### src/rtl/command_executor.sv
// Terminal command executor: queues decoded escape-sequence commands, tracks the cursor
// and a circular scroll offset, and drives the text-RAM write port used by the renderer.
package command_executor_pkg;
  typedef enum logic [3:0] {INPUT, IND, NEL, RI, CUU, CUD, CUF, CUB, CUP} CommandsType;

  typedef struct packed {
    logic [7:0] Pchar;
    logic [7:0] Pn1;
    logic [7:0] Pn2;
  } Param_t;

  typedef struct packed {
    CommandsType ctype;
    Param_t      prm;
  } cmd_t;
endpackage

module command_executor
  import command_executor_pkg::*;
#(
  parameter int ROWS       = 24,
  parameter int COLS       = 80,
  parameter int FIFO_DEPTH = 4
) (
  input  logic        clk,
  input  logic        rst,
  input  logic        commandReady,
  input  CommandsType commandType,
  input  Param_t      param,
  output logic        ram_we,
  output logic [4:0]  ram_row,
  output logic [6:0]  ram_col,
  output logic [7:0]  ram_data,
  output logic [4:0]  cursor_row,
  output logic [6:0]  cursor_col,
  output logic [4:0]  top_line,
  output logic        busy,
  output logic        overflow
);

  localparam int          AW        = $clog2(FIFO_DEPTH);
  localparam logic [4:0]  LAST_ROW  = 5'(ROWS - 1);
  localparam logic [6:0]  LAST_COL  = 7'(COLS - 1);
  localparam logic [8:0]  LAST_ROW9 = 9'(ROWS - 1);
  localparam logic [8:0]  LAST_COL9 = 9'(COLS - 1);
  localparam logic [5:0]  ROWS6     = 6'(ROWS);

  typedef enum logic [1:0] {IDLE, EXEC, CLEAR, WRITE} state_t;

  state_t      state;
  cmd_t        cmd;
  logic        wrap_pending;
  logic        deferred;

  cmd_t        fifo_mem [FIFO_DEPTH];
  logic [AW:0] wr_ptr, rd_ptr;
  logic        empty, full, pop, push;
  logic [AW-1:0] head_idx;

  function automatic logic [4:0] phys(input logic [4:0] top, input logic [4:0] row);
    logic [5:0] s;
    s = {1'b0, top} + {1'b0, row};
    if (s >= ROWS6) s = s - ROWS6;
    return s[4:0];
  endfunction

  function automatic logic printable(input logic [7:0] c);
    return (c >= 8'h20) && (c <= 8'h7E);
  endfunction

  assign head_idx = rd_ptr[AW-1:0];
  assign empty    = (wr_ptr == rd_ptr);
  assign full     = (wr_ptr[AW] != rd_ptr[AW]) && (wr_ptr[AW-1:0] == rd_ptr[AW-1:0]);
  assign pop      = (state == IDLE) && !empty;
  // A full FIFO still accepts a push when the head is leaving in the same cycle.
  assign push     = commandReady && (!full || pop);
  assign busy     = (state != IDLE);

  // NOTE: storage carries no reset; validity is tracked by the pointers alone.
  always_ff @(posedge clk) begin
    if (push) fifo_mem[wr_ptr[AW-1:0]] <= cmd_t'{ctype: commandType, prm: param};
  end

  // Printable-character write decided at pop time so the RAM port is registered.
  logic       pop_we;
  logic [4:0] pop_row;
  logic [6:0] pop_col;

  // NOTE: every always_comb output gets a default first so no latch is inferred.
  always_comb begin
    pop_we  = 1'b0;
    pop_row = phys(top_line, cursor_row);
    pop_col = cursor_col;
    if (fifo_mem[head_idx].ctype == INPUT && printable(fifo_mem[head_idx].prm.Pchar)) begin
      if (!wrap_pending) begin
        pop_we = 1'b1;
      end else if (cursor_row != LAST_ROW) begin
        pop_we  = 1'b1;
        pop_row = phys(top_line, cursor_row + 5'd1);
        pop_col = '0;
      end
    end
  end

  logic [4:0] n_row, n_top, clr_row;
  logic [6:0] n_col;
  logic       n_wrap, n_defer, scroll, do_ind, do_ri;
  logic [8:0] pn1, pn2, row9, col9, t_a, t_b;

  always_comb begin
    n_row   = cursor_row;
    n_col   = cursor_col;
    n_top   = top_line;
    n_wrap  = 1'b0;
    n_defer = 1'b0;
    scroll  = 1'b0;
    clr_row = top_line;
    do_ind  = 1'b0;
    do_ri   = 1'b0;
    pn1     = (cmd.prm.Pn1 == 8'd0) ? 9'd1 : {1'b0, cmd.prm.Pn1};
    pn2     = (cmd.prm.Pn2 == 8'd0) ? 9'd1 : {1'b0, cmd.prm.Pn2};
    row9    = {4'b0, cursor_row};
    col9    = {2'b0, cursor_col};
    t_a     = '0;
    t_b     = '0;
    case (cmd.ctype)
      INPUT: begin
        if (printable(cmd.prm.Pchar)) begin
          if (wrap_pending) begin
            do_ind  = 1'b1;
            n_defer = (cursor_row == LAST_ROW);
            n_col   = n_defer ? 7'd0 : 7'd1;
          end else if (cursor_col == LAST_COL) begin
            n_wrap = 1'b1;
          end else begin
            n_col = cursor_col + 7'd1;
          end
        end else begin
          case (cmd.prm.Pchar)
            8'h0D:   n_col = '0;
            8'h0A:   do_ind = 1'b1;
            8'h08:   n_col = (cursor_col == 7'd0) ? 7'd0 : cursor_col - 7'd1;
            default: ;
          endcase
        end
      end
      IND: do_ind = 1'b1;
      NEL: begin
        n_col  = '0;
        do_ind = 1'b1;
      end
      RI:  do_ri = 1'b1;
      CUU: begin
        t_a   = row9 - pn1;
        n_row = (pn1 >= row9) ? 5'd0 : t_a[4:0];
      end
      CUD: begin
        t_a   = row9 + pn1;
        n_row = (t_a > LAST_ROW9) ? LAST_ROW : t_a[4:0];
      end
      CUF: begin
        t_a   = col9 + pn1;
        n_col = (t_a > LAST_COL9) ? LAST_COL : t_a[6:0];
      end
      CUB: begin
        t_a   = col9 - pn1;
        n_col = (pn1 >= col9) ? 7'd0 : t_a[6:0];
      end
      CUP: begin
        t_a   = pn1 - 9'd1;
        t_b   = pn2 - 9'd1;
        n_row = (t_a > LAST_ROW9) ? LAST_ROW : t_a[4:0];
        n_col = (t_b > LAST_COL9) ? LAST_COL : t_b[6:0];
      end
      default: ;
    endcase

    if (do_ind) begin
      if (cursor_row != LAST_ROW) begin
        n_row = cursor_row + 5'd1;
      end else begin
        scroll  = 1'b1;
        n_top   = (top_line == LAST_ROW) ? 5'd0 : top_line + 5'd1;
        clr_row = top_line;
      end
    end
    if (do_ri) begin
      if (cursor_row != 5'd0) begin
        n_row = cursor_row - 5'd1;
      end else begin
        scroll  = 1'b1;
        n_top   = (top_line == 5'd0) ? LAST_ROW : top_line - 5'd1;
        clr_row = n_top;
      end
    end
  end

  // NOTE: state registers use non-blocking assignments so every read sees pre-edge values.
  always_ff @(posedge clk or negedge rst) begin
    if (!rst) begin
      state        <= IDLE;
      cmd          <= '0;
      wr_ptr       <= '0;
      rd_ptr       <= '0;
      wrap_pending <= 1'b0;
      deferred     <= 1'b0;
      overflow     <= 1'b0;
      ram_we       <= 1'b0;
      ram_row      <= '0;
      ram_col      <= '0;
      ram_data     <= '0;
      cursor_row   <= '0;
      cursor_col   <= '0;
      top_line     <= '0;
    end else begin
      if (push) wr_ptr <= wr_ptr + 1'b1;
      if (pop)  rd_ptr <= rd_ptr + 1'b1;
      if (commandReady && full && !pop) overflow <= 1'b1;

      case (state)
        IDLE: begin
          ram_we <= 1'b0;
          if (pop) begin
            cmd      <= fifo_mem[head_idx];
            state    <= EXEC;
            ram_we   <= pop_we;
            ram_row  <= pop_row;
            ram_col  <= pop_col;
            ram_data <= fifo_mem[head_idx].prm.Pchar;
          end
        end
        EXEC: begin
          cursor_row   <= n_row;
          cursor_col   <= n_col;
          top_line     <= n_top;
          wrap_pending <= n_wrap;
          deferred     <= n_defer;
          if (scroll) begin
            state    <= CLEAR;
            ram_we   <= 1'b1;
            ram_row  <= clr_row;
            ram_col  <= '0;
            ram_data <= 8'h20;
          end else begin
            state  <= IDLE;
            ram_we <= 1'b0;
          end
        end
        CLEAR: begin
          if (ram_col == LAST_COL) begin
            // The deferred char lands on the freshly cleared row, which is the new bottom line.
            if (deferred) begin
              state    <= WRITE;
              ram_col  <= '0;
              ram_data <= cmd.prm.Pchar;
            end else begin
              state  <= IDLE;
              ram_we <= 1'b0;
            end
          end else begin
            ram_col <= ram_col + 7'd1;
          end
        end
        WRITE: begin
          ram_we     <= 1'b0;
          cursor_col <= 7'd1;
          deferred   <= 1'b0;
          state      <= IDLE;
        end
        default: state <= IDLE;
      endcase
    end
  end

endmodule

### config.mk
export PLATFORM = sky130hd
export DESIGN_NAME = command_executor
export DESIGN_NICKNAME = d
export VERILOG_FILES = /design/src/rtl/command_executor.sv
export SDC_FILE = /design/constraint.sdc
export NUM_CORES = 1
export LEC_CHECK = 0
export CAP_MARGIN = 20
export CORE_MARGIN = 2
export CORE_UTILIZATION = 60
export DETAILED_ROUTE_END_ITERATION = 10
export PLACE_DENSITY = 0.92
export SYNTH_ARGS = -nofsm -noshare
export SYNTH_HDL_FRONTEND = slang
export SYNTH_SLANG_ARGS = --single-unit
### constraint.sdc
create_clock -name clk -period 4.3 [get_ports clk]
set_input_delay 0.43 -clock clk [delete_from_list [all_inputs] [get_ports clk]]
set_output_delay 0.43 -clock clk [all_outputs]
set_load 0.02 [all_outputs]
==> flow_summary.toml <==
[route]
wl_per_cell_um = 21.5
final_antenna_net_count = 0
firstDrtPassIters = 6
vias = 8597
routed_via_density = 6.55
routed_wl_um = 28300
dr.first_iter.drc_count = 958
drc_errors = 0

[synth]
synth_edf_count = 112
ys_ff_latch = 189
yosysSeqAreaShare = 0.471
ys_warn_count = 0
async_reset_ff_frac = 0.407
synthCells = 1006
yosysTopAreaCellShare = 0.299
yosysTopAreaCell = "edfxtp_1"
synth_area_leaders = "edfxtp_1, dfrtp_1, ha_1, mux4_2, mux2_2"
syn_nets = 1110
synth.distinct_cells = 88
ys.flop_type = "edfxtp_1"
synth_area_mm2 = 0.0112
syn_area_per_cell_um2 = 11.2
synth.most_common_cell = "edfxtp_1"
synth_common_cells = "edfxtp_1, dfrtp_1, nand2_1"

[sta]
rsz0062_at_grt = "false"
min_period_ns = 3.84
fin_skew_ns = 0.0125
max_freq_ghz = 0.260
tightest_slew_ns = 0.919
drv_slew = 0
finalSetupTns_ns = 0
setup_violations = 0
hold_violations = 0
finalCritPeriodShare = 0.894
slew_headroom = 0.386

[floorplanning]
initial_utilization = 0.607
die-width_um = 141
fp.dieH_um = 141
dieArea_mm2 = 0.0199
fp.coreArea_mm2 = 0.0185
num_rows = 50
num_io_pins = 71

[layout]
drive_gt1_frac = 0.122
fillers = 1279
area_growth_pct = 13.9
final_nets = 1169
post-route-util = 0.692

[worst_hold_path]
hp-class = "input pin to asynchronous set/reset pin"

[grt]
grt_pass1_vias = 8583
grt_max_degree = 78
antenna_found_initial = 1
grt_pass1_wl_um = 45800
track_usage = 0.297
grt-ovfl-total = 0

[critical_path]
startpoint_type = "register"
required_ns = 4.66
arrival_ns = 4.21
crit_type = "register to register"
crit_fanout = 10
end_kind = "register"

[pwr]
peakVddDrop_mv = 0.457
powerDensity_mw_per_mm2 = 818
leakage_nw = 4.89

[cts]
cts_root_buf = "clkbuf_16"
cts_tree = "built"
clk_path_buf_depth = 2
cts_made_buffers = 17
htreeDepth = 4
clkLatencyLatePin_ns = 0.44
clock-sinks = 189
clkTransAtPathRegs_ns = 0.08

[place]
port_buffers = 70
gp_congestion = 0.976
post-dp-hpwl_um = 19200

[status]
status = "finished clean"

[run]
cap_violations = 0
per-layer routing:
layer,share of wire,vias up,GRT usage
li1,-,3905,-
met1,0.39,4201,0.386
met2,0.51,415,0.493
met3,0.069,76,0.0557
met4,0.033,0,0.125
met5,0,-,0
logic make-up after synthesis:
logic type                 Yosys count  share of synthesized area
buffers and inverters              102                     0.0365
xor gates and xnor gates            42                     0.0327
DFF                                189                      0.471
AOI/OAI and AO/OA                  257                      0.156
and+or+nand+nor                    279                      0.127
adders and majority gates           73                     0.0852
muxes                               64                     0.0916
final cells by class:
class                           instances  area [um^2]  share of cell area
Antenna cell                            1         2.50            0.000195
Clock buffer                           18          439              0.0343
Clock inverter                         14          173              0.0135
Inverter                               58          218              0.0170
Multi-Input combinational cell        715         5570               0.435
Sequential cell                       189         5290               0.413
Tap cell                              234          293              0.0229
Timing Repair Buffer                   84          826              0.0645
state kept, by name (all words and copies together), names as in the netlist:
signal        cells
deferred          1
ram_col           7
cursor_row        5
cmd              28
ram_data          8
top_line          5
ram_row           5
overflow          1
cursor_col        7
rd_ptr            3
wrap_pending      1
state             2
ram_we            1
wr_ptr            3
fifo_mem        112
metrics by stage:
step                power (mW)  setup slack, ns  area [um^2]  std cells  hold WS, ns
floorplan                 7.13             1.01        11200       1006        0.134
global placement          8.50            0.673        12200       1278        0.444
detailed placement        8.72            0.577        12200       1278        0.443
CTS                       10.4            0.564        12800       1310        0.221
finish                    10.5            0.456        12800       1313        0.389
global route              11.2           0.0987        12800       1313        0.394
layout by cell type, fill, tap and decap left out, types with 7 or more instances in the layout:
| master | netlist | final |
|---|---|---|
| a21o_1 | 18 | 18 |
| nor4_1 | 10 | 10 |
| nor2b_1 | 9 | 9 |
| nor3_1 | 26 | 26 |
| a211oi_1 | 11 | 11 |
| a21oi_1 | 56 | 56 |
| edfxtp_1 | 112 | 112 |
| and3_1 | 7 | 7 |
| nor2_1 | 60 | 56 |
| and2_1 | 7 | 7 |
| a22oi_1 | 12 | 12 |
| xnor2_1 | 30 | 30 |
| mux2_2 | 31 | 31 |
| nor3b_1 | 9 | 9 |
| mux4_2 | 28 | 28 |
| inv_1 | 57 | 57 |
| o31ai_1 | 7 | 7 |
| ha_1 | 67 | 67 |
| buf_4 | 3 | 13 |
| nand3_1 | 25 | 25 |
| o21ai_0 | 67 | 67 |
| dfrtp_1 | 77 | 76 |
| nand4_1 | 9 | 9 |
| o41ai_1 | 7 | 7 |
| nand2_1 | 74 | 74 |
| xor2_1 | 12 | 12 |
| clkbuf_16 | 0 | 17 |
| clkdlybuf4s50_1 | 0 | 69 |
| nand2b_1 | 14 | 14 |
| a31oi_1 | 11 | 11 |
critical path: stages (launching register included):
cell,delay (ns)
dfrtp_1,0.51
or3_1,0.43
nor3_1,0.27
or2_2,0.25
ha_1,0.20
fa_1,0.21
nand2b_1,0.08
a21oi_1,0.46
o31ai_1,0.12
a221o_1,0.32
a211oi_2,0.41
nor2_1,0.13
a21oi_1,0.19
a2bb2oi_1,0.19
what timing repair did:
| item | CTS | global route |
|---|---|---|
| hold endpoints to repair | 0 | 11 |
| hold buffers | 0 | 1 |
| resized for setup | 0 | 0 |
| setup buffers | 0 | 0 |
power breakdown:
group / total [mW] / leakage [nW] / internal [mW] / switching (mW)
Clock: 1.61 / 0.296 / 0.850 / 0.759
Sequential: 3.22 / 1.97 / 2.51 / 0.701
Combinational: 5.66 / 2.62 / 2.42 / 3.23
final timing paths:
check | cells after the start | start | slack (ns) | to
worst max-delay path | 13 | cmd[15] | 0.46 | cursor_col[2]
worst min-delay path | 2 | rst | 0.39 | cmd[2]
worst max register to register | 13 | cmd[15] | 0.46 | cursor_col[2]
worst min register to register | 1 | overflow | 0.45 | overflow
max in group asynchronous | 3 | rst | 3.28 | rd_ptr[0]
min in group clk | 1 | overflow | 0.45 | overflow
Power figures use the tool's default switching activity.
